**src/rtl/crc32_pkg.sv**
```systemverilog
// CRC-32 (IEEE 802.3) constants, the stream-checker state type, and a bit-reflect helper.
package crc32_pkg;

    localparam logic [31:0] CRC32_POLY    = 32'h04C11DB7;
    localparam logic [31:0] CRC32_INIT    = 32'hFFFFFFFF;
    localparam logic [31:0] CRC32_XOROUT  = 32'hFFFFFFFF;
    localparam logic [31:0] CRC32_RESIDUE = 32'h2144DF1C;

    typedef enum logic {IDLE, FRAME} state_t;

    function automatic logic [31:0] reflect32(input logic [31:0] v);
        logic [31:0] r;
        for (int i = 0; i < 32; i++) r[i] = v[31-i];
        return r;
    endfunction

    // The checker shifts LSB first, so it works with the bit-reversed polynomial.
    localparam logic [31:0] CRC32_POLY_REFL = reflect32(CRC32_POLY);

endpackage

```
**src/rtl/crc32_byte_step.sv**
```systemverilog
// Combinational single-byte CRC-32 advance (reflected register, byte LSB first).
// No latency, no flow control; chained per byte lane by the checker.
module crc32_byte_step
    import crc32_pkg::*;
(
    input  logic [31:0] crc_in,
    input  logic [7:0]  data,
    output logic [31:0] crc_out
);

    logic [31:0] c;

    always_comb begin
        c = crc_in ^ {24'h0, data};
        for (int i = 0; i < 8; i++) begin
            c = c[0] ? ((c >> 1) ^ CRC32_POLY_REFL) : (c >> 1);
        end
        crc_out = c;
    end

endmodule

```
**config.mk**
```make
export PLATFORM = sky130hd
export DESIGN_NAME = crc32_byte_step
export DESIGN_NICKNAME = d
export VERILOG_FILES = /design/src/rtl/crc32_pkg.sv /design/src/rtl/crc32_byte_step.sv
export SDC_FILE = /design/constraint.sdc
export NUM_CORES = 1
export LEC_CHECK = 0
export CORE_MARGIN = 3
export CORE_UTILIZATION = 32
export DETAILED_ROUTE_END_ITERATION = 16
export GPL_TIMING_DRIVEN = 0
export PLACE_DENSITY = 0.81
export SETUP_SLACK_MARGIN = 0.3
export SYNTH_ARGS = -nofsm -noshare
export SYNTH_HDL_FRONTEND = slang
export SYNTH_SLANG_ARGS = --single-unit
```
**constraint.sdc**
```tcl
create_clock -name vclk -period 2.1
set_clock_uncertainty 0.1 [all_clocks]
set_input_delay 0.42 -clock vclk [all_inputs]
set_output_delay 0.42 -clock vclk [all_outputs]
set_load 0.005 [all_outputs]
```
==> results_dict.tcl, run 1 <==
set metrics [dict create \
    status "stopped before the end" \
    stop_stage "global routing (5_1_grt)" \
    stop_error "[ERROR DPL-0038] Utilization greater than 100%, impossible to legalize" \
    post-dp-hpwl_um 2170 \
    synth_top_cell_by_area "xnor2_1" \
    cts_hold_buf 0 \
    synthMuxAreaShare_pct 0 \
    synth_cells 67 \
    dpl_cell_area_um2 1800 \
    gp_congestion 0.621 \
    dp.cells 169 \
    post-place-ws_ns -1.10 \
    synth_area_um2 925 \
    synthTopCellsByCount "xnor2_1 (30), xnor3_1 (10), xor2_1 (9)" \
    yosys.area.top_type_share_pct 28.4 \
    start_util_pct 35.4 \
    yosysMostFrequentCell "xnor2_1" \
    syn_avg_cell_area_um2 13.8 \
    num_rows 18 \
    endpoint_type "output port" \
    grt_max_degree 5 \
    grt-worst-endpoint "crc_out[24]" \
    seq_area_frac_synth_pct 0 \
    synth_top_family_by_area "XOR/XNOR gates" \
    synth-simple-area-share_pct 0 \
    syn-num-nets 107 \
    synth_compound_area_share_pct 0 \
    synthAdderAreaFrac_pct 0 \
    synth_xor_area_share_pct 99.6 \
    yosysWarnings 0 \
    die_h_um 59.8 \
    synth_cell_types 10 \
    die_w_um 59.8 \
    boundaryPins 72 \
    yosys-top-cells-area "xnor2_1 (28%), xnor3_1 (24%), xor3_1 (13%)" \
    io_buffers 72 \
]
-- through the flow --
stage                     hold slack (ns)  setup TNS (ns)
after floorplan                     0.800               0
after global placement               1.72          -24.36
after detailed placement             1.71          -25.23
after CTS                            1.35           -1.18
-- repair_timing --
action / CTS
resized for setup: 288
endpoints found under the setup margin: 32
pin swaps: 38
buffers inserted: 54
-- logic make-up after synthesis --
group	Yosys count
XOR/XNOR	66
buffers and inverters	1
==> run 2: changes to the inputs <==
--- a/config.mk
+++ b/config.mk
@@ -6,11 +6,10 @@
 export NUM_CORES = 1
 export LEC_CHECK = 0
 export CORE_MARGIN = 3
-export CORE_UTILIZATION = 32
+export CORE_UTILIZATION = 20
 export DETAILED_ROUTE_END_ITERATION = 16
 export GPL_TIMING_DRIVEN = 0
-export PLACE_DENSITY = 0.81
-export SETUP_SLACK_MARGIN = 0.3
+export PLACE_DENSITY_LB_ADDON = 0.15
 export SYNTH_ARGS = -nofsm -noshare
 export SYNTH_HDL_FRONTEND = slang
 export SYNTH_SLANG_ARGS = --single-unit
==> constraint.sdc (replaced) <==
create_clock -name vclk -period 2.75
set_clock_uncertainty 0.1 [all_clocks]
set_input_delay 0.55 -clock vclk [all_inputs]
set_output_delay 0.55 -clock vclk [all_outputs]
set_load 0.005 [all_outputs]
==> run 2 against run 1 <==
  * The run now ends clean
  * Synthesized cell count stayed put
  * Synthesized area stayed put
==> results_dict.tcl, run 2 <==
set metrics [dict create \
    hold_class "input port to primary output" \
    num_rows 24 \
    yosysMostFrequentCell "xnor2_1" \
    die_h_um 74.0 \
    powerDensity_nw_per_um2 461 \
    setup_slack_ns 0.0384 \
    max_slew.worst_pin.slew_ns 0.220 \
    startpoint_type "input port" \
    cap_violations 0 \
    cp.required_ns 2.10 \
    syn-num-nets 107 \
    seq_area_frac_synth_pct 0 \
    vias 898 \
    crit_slowest_cell "xnor3_2" \
    drv_slew 0 \
    grt_overflow 0 \
    clockBufferCount 0 \
    ff_latch_area_um2 0 \
    drc 0 \
    wl_per_cell_um 13.0 \
    grt_pass1_wl_um 4740 \
    syn_avg_cell_area_um2 13.8 \
    fin_nets 222 \
    setup_viol 0 \
    yosysWarnings 0 \
    yosys-top-cells-area "xnor2_1 (28%), xnor3_1 (24%), xor3_1 (13%)" \
    post-dp-hpwl_um 2080 \
    worst_path_largest_cell_delay_ns 0.35 \
    fin_util_pct 51.2 \
    p_leak_nw 1.06 \
    area_delta_synth_final_pct 144 \
    dieArea_um2 5480 \
    post-place-ws_ns -0.823 \
    drtIter0Drc 13 \
    layout_min_cycle_time_ns 2.71 \
    final_cell_mix "buf_4 (32), clkdlybuf4s50_1 (31), xnor2_1 (23)" \
    core_area_um2 4410 \
    layout_commonest_cell "buf_4" \
    gp_congestion 0.653 \
    synth_area_um2 925 \
    track_usage_pct 11.0 \
    ir_drop_v 0.000238 \
    multi_input_area_um2 1170 \
    max_freq_mhz 369 \
    synth_top_cell_by_area "xnor2_1" \
    status "complete, no violations" \
    synthTopCellsByCount "xnor2_1 (30), xnor3_1 (10), xor2_1 (9)" \
    slew-limit-headroom_pct 85.4 \
    drive_above_1_share_pct 45.0 \
    die_w_um 74.0 \
    dr.pass1.iters 2 \
    routed_wl_um 3020 \
    p_total_w 0.00104 \
    antenna_left 0 \
    cp_num_buf_inv 4 \
    grt_pass1_vias 974 \
    boundaryPins 72 \
    cp_max_fo 6 \
    hold_viol 0 \
    grt_antenna_before_repair 0 \
    cp_cell_sequence "clkdlybuf4s15_2 -> xnor2_4 -> buf_12 -> xnor3_2 -> buf_4 -> xnor3_1 -> dlygate4sd2_1" \
    io_buffers 72 \
    fillers 407 \
    seq_cells 0 \
    finalCritPeriodShare_pct 98.6 \
    synth_cells 67 \
    synth_cell_types 10 \
    vias_per_cell 3.87 \
    yosys.area.top_type_share_pct 28.4 \
    path_delay_family "buffers and inverters" \
    cts_hold_buf 0 \
    arrival_ns 2.06 \
    start_util_pct 20.9 \
    end_kind "primary output" \
    num_antenna_cells 0 \
    grt_max_degree 7 \
    path_class "input port to primary output" \
]
[run 2: cell counts after synthesis]
Identical to the previous run, type by type.
[run 2: area by class of cell]
type / instances / share of cell area [%]
Inverter: 1 / 0.166
Tap cell: 52 / 2.88
Multi-Input combinational cell: 66 / 51.6
Timing Repair Buffer: 113 / 45.3
[run 2: logic make-up (layout without fill, tap and decap cells)]
| family | Yosys count | after routing | share of synthesized area [%] |
|---|---|---|---|
| XOR/XNOR | 66 | 66 | 99.6 |
| buffers and inverters | 1 | 114 | 0.406 |
[run 2: worst min-delay path, stage by stage]
cell and delay, ns:
clkdlybuf4s50_1 0.47, xnor2_1 0.07, dlymetal6s2s_1 0.15
[run 2: worst paths after layout]
path / cells past startpoint / end / startpoint
setup / recovery: 7 / crc_out[26] / crc_in[6]
hold / removal: 3 / crc_out[12] / crc_in[20]
[run 2: metal layers]
| layer | wire, um | share of wire, % | global-route usage [%] | vias to the layer above |
|---|---|---|---|---|
| met3 | 331 | 11 | 2.16 | 0 |
| li1 | - | - | - | 441 |
| met1 | 1110 | 37 | 13.6 | 409 |
| met5 | 0 | 0 | 0 | - |
| met4 | 0 | 0 | 0 | 0 |
| met2 | 1590 | 52 | 21.0 | 48 |
[run 2: stage by stage]
step | setup TNS (ns) | cells | area (um^2) | hold WS [ns]
2_1_floorplan | 0 | 67 | 925 | 1.06
3_3_place_gp | -15.11 | 191 | 1710 | 1.98
3_5_place_dp | -16.25 | 191 | 1710 | 1.97
4_1_cts | -0.00654 | 229 | 2260 | 1.79
5_1_grt | -0.00826 | 232 | 2260 | 1.70
6_report | 0 | 232 | 2260 | 1.69
[run 2: repair_timing]
item,in CTS,in global routing
buffers inserted,38,3
resized for setup,94,21
endpoints found under the setup margin,32,13
pin swaps,20,8
[run 2: where the power goes]
part	leakage, nW	total, W	switching [W]	internal, W
combinational	1.06	0.00104	0.000352	0.000690
sequential	0	0	0	0
clock	0	0	0	0
total	1.06	0.00104	0.000352	0.000690
(Power assumes the default switching activity.)
